`config.mk`:
```
export PLATFORM = sky130hd
export DESIGN_NAME = fifo_write_ctrl
export DESIGN_NICKNAME = d
export VERILOG_FILES = /design/src/rtl/fifo_pkg.sv /design/src/rtl/fifo_sync_2ff.sv /design/src/rtl/fifo_write_ctrl.sv
export SDC_FILE = /design/constraint.sdc
export NUM_CORES = 1
export LEC_CHECK = 0
export ABC_AREA = 1
export CAP_MARGIN = 5
export CELL_PAD_IN_SITES_DETAIL_PLACEMENT = 1
export CELL_PAD_IN_SITES_GLOBAL_PLACEMENT = 2
export CORE_MARGIN = 10
export CORE_UTILIZATION = 27
export DETAILED_ROUTE_END_ITERATION = 8
export HOLD_SLACK_MARGIN = 0.1
export MAX_ROUTING_LAYER = met4
export PLACE_DENSITY = 0.79
export SLEW_MARGIN = 5
export SYNTH_ARGS = -nofsm -noshare
export SYNTH_HDL_FRONTEND = slang
export SYNTH_HIERARCHICAL = 1
export SYNTH_SLANG_ARGS = --single-unit
```
`constraint.sdc`:
```
create_clock -name wclk -period 6.1 [get_ports wclk]
set_input_delay 0.915 -clock wclk [delete_from_list [all_inputs] [get_ports wclk]]
set_output_delay 0.915 -clock wclk [all_outputs]
set_load 0.05 [all_outputs]
```
`src/rtl/fifo_pkg.sv`:
```
// Shared FIFO definitions: default widths and Gray/binary pointer conversions.
// The conversions work on a wide word so any pointer width up to 32 bits can
// zero-extend into them and truncate the result back with a size cast.
package fifo_pkg;

    localparam int DEFAULT_DATA_WIDTH    = 8;
    localparam int DEFAULT_ADDRESS_WIDTH = 4;
    localparam int PTR_WORD_WIDTH        = 32;

    typedef logic [PTR_WORD_WIDTH-1:0] ptr_word_t;

    // Binary to reflected Gray code; zero upper bits stay zero.
    function automatic ptr_word_t bin2gray(input ptr_word_t bin);
        return bin ^ (bin >> 1);
    endfunction

    // Gray to binary as a running XOR from the MSB down; zero upper bits
    // contribute nothing, so a zero-extended narrow pointer converts correctly.
    function automatic ptr_word_t gray2bin(input ptr_word_t gray);
        ptr_word_t bin;
        bin[PTR_WORD_WIDTH-1] = gray[PTR_WORD_WIDTH-1];
        for (int i = PTR_WORD_WIDTH-2; i >= 0; i--) begin
            bin[i] = bin[i+1] ^ gray[i];
        end
        return bin;
    endfunction

endpackage

```
`src/rtl/fifo_sync_2ff.sv`:
```
// Two-flop synchronizer for bringing a Gray-coded pointer across clock domains.
// Shared by both sides of the FIFO; the first stage may go metastable, the
// second gives it a full cycle to resolve.
module fifo_sync_2ff #(
    parameter int WIDTH = 5
) (
    input  logic             clk,
    input  logic             rst_n,
    input  logic [WIDTH-1:0] d,
    output logic [WIDTH-1:0] q
);

    logic [WIDTH-1:0] meta;

    // Two back-to-back capture stages, cleared asynchronously.
    always_ff @(posedge clk or negedge rst_n) begin
        if (!rst_n) begin
            meta <= '0;
            q    <= '0;
        end else begin
            meta <= d;
            q    <= meta;
        end
    end

endmodule

```
`src/rtl/fifo_write_ctrl.sv`:
```
// Write-side controller of an asynchronous FIFO with external storage.
// Keeps the binary/Gray write pointers, synchronizes the read pointer into
// wclk, and produces registered full, almost-full, level and overflow flags.
// ADDRESS_WIDTH must be at least 2 for the full comparison to be meaningful.
module fifo_write_ctrl
    import fifo_pkg::*;
#(
    parameter int DATA_WIDTH    = DEFAULT_DATA_WIDTH,
    parameter int ADDRESS_WIDTH = DEFAULT_ADDRESS_WIDTH
) (
    input  logic                   wclk,
    input  logic                   hw_rst_n,
    input  logic                   write_enable,
    input  logic [DATA_WIDTH-1:0]  write_data,
    input  logic [ADDRESS_WIDTH-1:0] afull_value,
    input  logic [ADDRESS_WIDTH:0] rd_gray_ptr,
    output logic [ADDRESS_WIDTH:0] wr_gray_ptr,
    output logic                   mem_we,
    output logic [ADDRESS_WIDTH-1:0] mem_waddr,
    output logic [DATA_WIDTH-1:0]  mem_wdata,
    output logic                   wrfull,
    output logic                   wr_almost_full,
    output logic                   overflow,
    output logic [ADDRESS_WIDTH:0] fifo_write_count,
    output logic [ADDRESS_WIDTH:0] wr_level
);

    localparam int AW = ADDRESS_WIDTH;
    localparam int PW = ADDRESS_WIDTH + 1;

    logic [AW:0] wptr_bin;
    logic [AW:0] wptr_next;
    logic [AW:0] gray_next;
    logic [AW:0] rsync;
    logic [AW:0] rptr_sync_bin;
    logic [AW:0] level_next;
    logic [AW:0] full_pattern;
    logic        accept;

    fifo_sync_2ff #(
        .WIDTH(PW)
    ) u_rd_sync (
        .clk  (wclk),
        .rst_n(hw_rst_n),
        .d    (rd_gray_ptr),
        .q    (rsync)
    );

    // Writes are accepted only when not full and not held in reset, so a
    // write overlapping reset never strobes the storage.
    always_comb begin
        accept        = write_enable && !wrfull && hw_rst_n;
        wptr_next     = wptr_bin + PW'(accept);
        gray_next     = PW'(bin2gray(ptr_word_t'(wptr_next)));
        rptr_sync_bin = PW'(gray2bin(ptr_word_t'(rsync)));
        level_next    = wptr_next - rptr_sync_bin;
        full_pattern  = {~rsync[AW:AW-1], rsync[AW-2:0]};
    end

    assign mem_we           = accept;
    assign mem_waddr        = wptr_bin[AW-1:0];
    assign mem_wdata        = write_data;
    assign fifo_write_count = wptr_bin;

    // Pointer and flag registers all look at the post-write pointer so the
    // flags describe the FIFO as it stands after this edge.
    always_ff @(posedge wclk or negedge hw_rst_n) begin
        if (!hw_rst_n) begin
            wptr_bin       <= '0;
            wr_gray_ptr    <= '0;
            wrfull         <= 1'b0;
            wr_almost_full <= 1'b0;
            overflow       <= 1'b0;
            wr_level       <= '0;
        end else begin
            wptr_bin       <= wptr_next;
            wr_gray_ptr    <= gray_next;
            wrfull         <= (gray_next == full_pattern);
            wr_almost_full <= (level_next >= {1'b0, afull_value});
            overflow       <= write_enable && wrfull;
            wr_level       <= level_next;
        end
    end

endmodule

```
==> results of run 1 <==
## metrics by stage
stage / instance area (sq um) / std cells / utilization [%]
final: 1810 / 256 / 35.3
after CTS: 1810 / 256 / 35.3
after global placement: 1770 / 252 / 34.3
after floorplan: 1440 / 161 / -
after global routing: 1810 / 256 / 35.3
after detailed placement: 1770 / 252 / 34.3
## cell type report
| class | count | area, sq um |
|---|---|---|
| Fill cell | 632 | 3330 |
| Inverter | 25 | 93.8 |
| Sequential cell | 27 | 676 |
| Tap cell | 70 | 87.6 |
| Clock buffer | 3 | 41.3 |
| Timing Repair Buffer | 35 | 348 |
| Clock inverter | 1 | 7.51 |
| Multi-Input combinational cell | 95 | 561 |
## metal layers
layer / vias to the layer above / track usage [%] / part of all wire (%)
li1: 543 / - / -
met3: 5 / 2.32 / 5.1
met1: 529 / 8.93 / 43
met5: - / - / 0
met2: 26 / 14.3 / 51
met4: 0 / 2.31 / 1.2
## state kept, by name, summed over array words and instances, names as in the netlist
register,cells
u_rd_sync/meta,5
wr_gray_ptr,4
u_rd_sync/q,5
fifo_write_count,5
wrfull,1
wr_level,5
overflow,1
wr_almost_full,1
## cell usage after synthesis
cell type | number | area [sq um]
a211oi_1 | 1 | 7.51
a21boi_0 | 1 | 7.51
a21oi_1 | 2 | 10.0
buf_4 | 13 | 97.6
buf_6 | 1 | 11.3
dfrtp_1 | 27 | 676
fa_1 | 1 | 20.0
ha_1 | 11 | 138
inv_1 | 24 | 90.1
inv_2 | 1 | 3.75
nand2_1 | 41 | 154
nand2_2 | 4 | 25.0
nand2_4 | 1 | 11.3
nand3_1 | 17 | 85.1
nand4_1 | 4 | 25.0
nor2_1 | 4 | 15.0
o21ai_0 | 2 | 10.0
or2_4 | 1 | 8.76
xnor2_1 | 3 | 26.3
xor2_1 | 2 | 17.5
## cell families after synthesis
group | synth area share [%]
and+or+nand+nor | 22.5
buffers and inverters | 14.1
DFF | 47.0
adders and majority gates | 11.0
AOI/OAI and AO/OA | 2.44
xor gates and xnor gates | 3.04
## worst max-delay path by stage
stage                     depth (start not counted)  slack [ns]                        to
after global routing                             16        1.74  wr_almost_full$_DFF_PN0_
after floorplan                                  14        2.38  wr_almost_full$_DFF_PN0_
after detailed placement                         16        1.81  wr_almost_full$_DFF_PN0_
after global placement                           16        1.95  wr_almost_full$_DFF_PN0_
after CTS                                        16        2.09  wr_almost_full$_DFF_PN0_
final                                            16        2.16  wr_almost_full$_DFF_PN0_
## power breakdown
part	internal, mW	switching (mW)	total, mW
Sequential	0.237	0.0419	0.279
Clock	0.0465	0.0596	0.106
Combinational	0.238	0.482	0.720
## worst max-delay path, delay by kind of cell
family | cells | cell delay, ns
buffers and inverters | 4 | 0.92
adder cells (fa/ha/maj) | 3 | 1.14
AND/OR/NAND/NOR | 6 | 0.69
AO/OA/AOI/OAI | 3 | 0.43
## layout by cell type, fill, tap and decap left out, drive strengths merged
| cell | count |
|---|---|
| a21oi | 2 |
| or2 | 1 |
| xor2 | 2 |
| clkinvlp | 1 |
| clkbuf | 3 |
| o21ai | 2 |
| buf | 1 |
| nand3 | 17 |
| nor2 | 4 |
| a21boi | 1 |
| inv | 25 |
| a211oi | 1 |
| fa | 1 |
| xnor2 | 3 |
| ha | 11 |
| dfrtp | 27 |
| nand4 | 4 |
| clkdlybuf4s50 | 34 |
| nand2 | 46 |
==> results.sh, run 1 <==
export IMPL_area_growth_pct=26.1
export IMPL_antenna_cells=0
export IMPL_seq_area_frac_synth_pct=47.0
export IMPL_irDropWorstVdd_uv=146
export IMPL_cp_startpoint="hw_rst_n"
export IMPL_crit_fanout=28
export IMPL_drc_errors=0
export IMPL_hpwl_mm=2.71
export IMPL_hp_start="u_rd_sync/meta[3]$_DFF_PN0_"
export IMPL_min_period_over_period_pct=64.6
export IMPL_pre_cts_ws_ns=1.81
export IMPL_min_period_ns=3.94
export IMPL_cts_max_level=1
export IMPL_worstSetupStartpointType="primary input"
export IMPL_grt_pass1_wl_mm=5.67
export IMPL_coreArea_sq_mm=0.00514
export IMPL_clock_sinks=27
export IMPL_overflow=0
export IMPL_dr_pass1_iters=4
export IMPL_arrival_ns=4.10
export IMPL_power_density_mw_per_mm2=609
export IMPL_port_buffer_count=34
export IMPL_fin_nets=219
export IMPL_slowest_delay_ns=0.56
export IMPL_cts_setup_buffers=0
export IMPL_finalHoldViolCount=0
export IMPL_clock_fmax_ghz=0.254
export IMPL_drive_gt1_share_pct=6.45
export IMPL_grt_antenna_before_repair=0
export IMPL_cts_inserted_buffers=3
export IMPL_setup_tns_final_ns=0
export IMPL_hp_class="flop to flop"
export IMPL_initial_utilization_pct=28.0
export IMPL_critPathSlowestCell="fa_1"
export IMPL_dr_total_vias=1103
export IMPL_setup_ws_ns=2.16
export IMPL_vias_per_cell=4.31
export IMPL_die_h_um=93
export IMPL_holdBufCountCts=0
export IMPL_rsz0062_at_grt="false"
export IMPL_r2r_start="u_rd_sync/q[4]$_DFF_PN0_"
export IMPL_wl_per_cell_um=12.8
export IMPL_holdPathStages=0
export IMPL_cp_end_kind="flop"
export IMPL_grt_use_total_pct=8.21
export IMPL_tightestPinTransition_ns=0.522
export IMPL_path_clk_slew_ns=0.10
export IMPL_grt_pass1_vias=1160
export IMPL_max_slew_margin_rel_pct=65.1
export IMPL_die_area_sq_mm=0.00865
export IMPL_fin_skew_ns=0.00612
export IMPL_finalPower_mw=1.11
export IMPL_setup_viol=0
export IMPL_syn_num_nets=193
export IMPL_crit_reg2reg_capture="wr_almost_full$_DFF_PN0_"
export IMPL_cp_common_cell="nand2_1"
export IMPL_cts_tree="built"
export IMPL_worst_skew_pair_late_latency_ns=0.28
export IMPL_ys_ff_latch=27
export IMPL_ant_nets=0
export IMPL_p_leak_nw=0.910
export IMPL_io_pins=51
export IMPL_synthCells=161
export IMPL_drv_slew=0
export IMPL_drtIter0Drc=47
export IMPL_clock_path_buffers=2
export IMPL_rows=26
export IMPL_grt_max_degree=29
export IMPL_ys_types=20
export IMPL_avgSynthCellArea_sq_um=8.94
export IMPL_synth_area_sq_mm=0.00144
export IMPL_whs_ns=0.357
export IMPL_cts_resized=0
export IMPL_hold_end="u_rd_sync/q[3]$_DFF_PN0_"
export IMPL_required_ns=6.26
export IMPL_die_w_um=93
export IMPL_wl_mm=3.28
export IMPL_status="finished clean"
export IMPL_maxCapViolCount=0
export IMPL_path_class="primary input to flop"
export IMPL_place_congestion=0.782
export IMPL_path_cells="clkdlybuf4s50_1 -> buf_4 -> nand2_1 -> nor2_1 -> ha_1 -> inv_1 -> nand2_1 -> nand2_1 -> fa_1 -> inv_1 -> ha_1 -> a21boi_0 -> o21ai_0 -> nand2_1 -> a21oi_1 -> nand2_1"
export IMPL_yosysWarnings=6
export IMPL_rr_worst_depth=15
export IMPL_rrSetupSlack_ns=3.21
export IMPL_cts_root_buf="clkbuf_8"
No activity file was read; power rests on OpenSTA's default activity.
==> run 2, diff against run 1 <==
CORE_UTILIZATION = 23   (was 27)
PLACE_DENSITY = 0.71   (was 0.79)
clock period = 3.2 ns   (was 6.1 ns; I/O delays follow)
==> results.sh, run 2 (synthesis results as in run 1) <==
export IMPL_dr_pass1_iters=4
export IMPL_status="finished clean"
export IMPL_setup_tns_final_ns=0
export IMPL_pre_cts_ws_ns=-0.153
export IMPL_cts_inserted_buffers=3
export IMPL_path_class="primary input to flop"
export IMPL_p_leak_nw=0.943
export IMPL_power_density_mw_per_mm2=1130
export IMPL_area_growth_pct=31.2
export IMPL_initial_utilization_pct=24.0
export IMPL_holdBufCountCts=0
export IMPL_dr_total_vias=1096
export IMPL_hp_class="flop to flop"
export IMPL_drtIter0Drc=24
export IMPL_required_ns=3.36
export IMPL_cts_tree="built"
export IMPL_min_period_over_period_pct=93.1
export IMPL_cts_setup_buffers=0
export IMPL_die_h_um=99.1
export IMPL_nFillCells=707
export IMPL_whs_ns=0.356
export IMPL_finalHoldViolCount=0
export IMPL_grt_max_degree=28
export IMPL_port_buffer_count=34
export IMPL_worstSetupStartpointType="primary input"
export IMPL_worst_skew_pair_late_latency_ns=0.27
export IMPL_setup_viol=0
export IMPL_hpwl_mm=2.78
export IMPL_register_area_sq_um=676
export IMPL_grt_pass1_vias=1175
export IMPL_drive_gt1_share_pct=11.5
export IMPL_cts_root_buf="clkbuf_8"
export IMPL_final_common_cell="nand2_1"
export IMPL_clock_path_buffers=2
export IMPL_rsz0062_at_grt="false"
export IMPL_rr_worst_depth=15
export IMPL_place_congestion=0.739
export IMPL_crit_fanout=4
export IMPL_grt_use_total_pct=7.10
export IMPL_cts_max_level=1
export IMPL_drv_slew=0
export IMPL_coreArea_sq_mm=0.00599
export IMPL_grt_pass1_wl_mm=5.69
export IMPL_cp_end_kind="flop"
export IMPL_io_pins=51
export IMPL_arrival_ns=3.14
export IMPL_drc_errors=0
export IMPL_wl_per_cell_um=12.5
export IMPL_maxCapViolCount=0
export IMPL_ant_nets=0
export IMPL_grt_antenna_before_repair=0
export IMPL_mostFrequentLayoutCells="nand2_1 (40), clkdlybuf4s50_1 (33), dfrtp_1 (27), inv_1 (24), nand3_1 (17)"
export IMPL_irDropWorstVdd_uv=424
export IMPL_overflow=0
export IMPL_holdPathStages=0
export IMPL_clock_fmax_ghz=0.335
export IMPL_die_area_sq_mm=0.00982
export IMPL_multiInputGateArea_sq_um=573
export IMPL_fin_skew_ns=0.00571
export IMPL_tightestPinTransition_ns=0.512
export IMPL_wl_mm=3.33
export IMPL_max_slew_margin_rel_pct=65.8
export IMPL_setup_ws_ns=0.219
export IMPL_finalPower_mw=2.14
export IMPL_clock_sinks=27
export IMPL_antenna_cells=0
export IMPL_vias_per_cell=4.10
export IMPL_die_w_um=99.1
export IMPL_fin_nets=225
export IMPL_min_period_ns=2.98
export IMPL_path_clk_slew_ns=0.10
export IMPL_rows=28
run 2: repair_timing:
item                                   4_1_cts  5_1_grt
endpoints found under the hold margin        0        0
setup endpoints to repair                    0        1
gates resized for setup                      0        3
run 2: final cells by class:
cell class,instances,share of cell area [%]
sequential,27,35.8
tap,75,4.97
clock inverter,1,0.398
timing repair buffer,41,21.3
clock buffer,3,2.19
inverter,25,4.97
multi-input combinational,95,30.4
run 2: final timing paths:
path / startpoint / endpoint / slack, ns
max in group asynchronous: hw_rst_n / fifo_write_count[2]$_DFF_PN0_ / 2.28
min in group asynchronous: hw_rst_n / u_rd_sync/meta[0]$_DFF_PN0_ / 0.66
hold reg to reg: u_rd_sync/meta[1]$_DFF_PN0_ / u_rd_sync/q[1]$_DFF_PN0_ / 0.36
hold / removal: u_rd_sync/meta[1]$_DFF_PN0_ / u_rd_sync/q[1]$_DFF_PN0_ / 0.36
setup reg to reg: u_rd_sync/q[4]$_DFF_PN0_ / wr_almost_full$_DFF_PN0_ / 0.34
setup / recovery: hw_rst_n / wr_almost_full$_DFF_PN0_ / 0.22
run 2: per-layer routing:
layer / routed length, um / part of all wire [%] / track usage (%) / vias to the layer above
met2: 1620 / 49 / 11.4 / 19
met3: 133 / 4.0 / 1.73 / 2
met5: 0 / 0 / - / -
met4: 21 / 0.63 / 1.87 / 0
li1: - / - / - / 551
met1: 1560 / 47 / 8.66 / 524
run 2: worst max-delay path, cell delays in order:
cell and delay (ns):
clkdlybuf4s50_1 0.46, nand2_1 0.13, nor2_4 0.05, ha_1 0.34
inv_1 0.10, ha_1 0.23, fa_1 0.48, inv_1 0.06
ha_1 0.26, a21boi_0 0.12, o21ai_0 0.17, nand2_1 0.07
a21oi_1 0.13, nand2_1 0.07
run 2: power breakdown:
| group | internal, mW | switching, mW |
|---|---|---|
| combinational | 0.487 | 0.921 |
| clock | 0.0884 | 0.111 |
| sequential | 0.452 | 0.0816 |
run 2: stage by stage:
stage / cells / instance area [sq um] / utilization [%]
after global routing: 267 / 1890 / 31.5
after CTS: 267 / 1880 / 31.3
after floorplan: 161 / 1440 / -
after global placement: 263 / 1830 / 30.5
final: 267 / 1890 / 31.5
after detailed placement: 263 / 1830 / 30.5
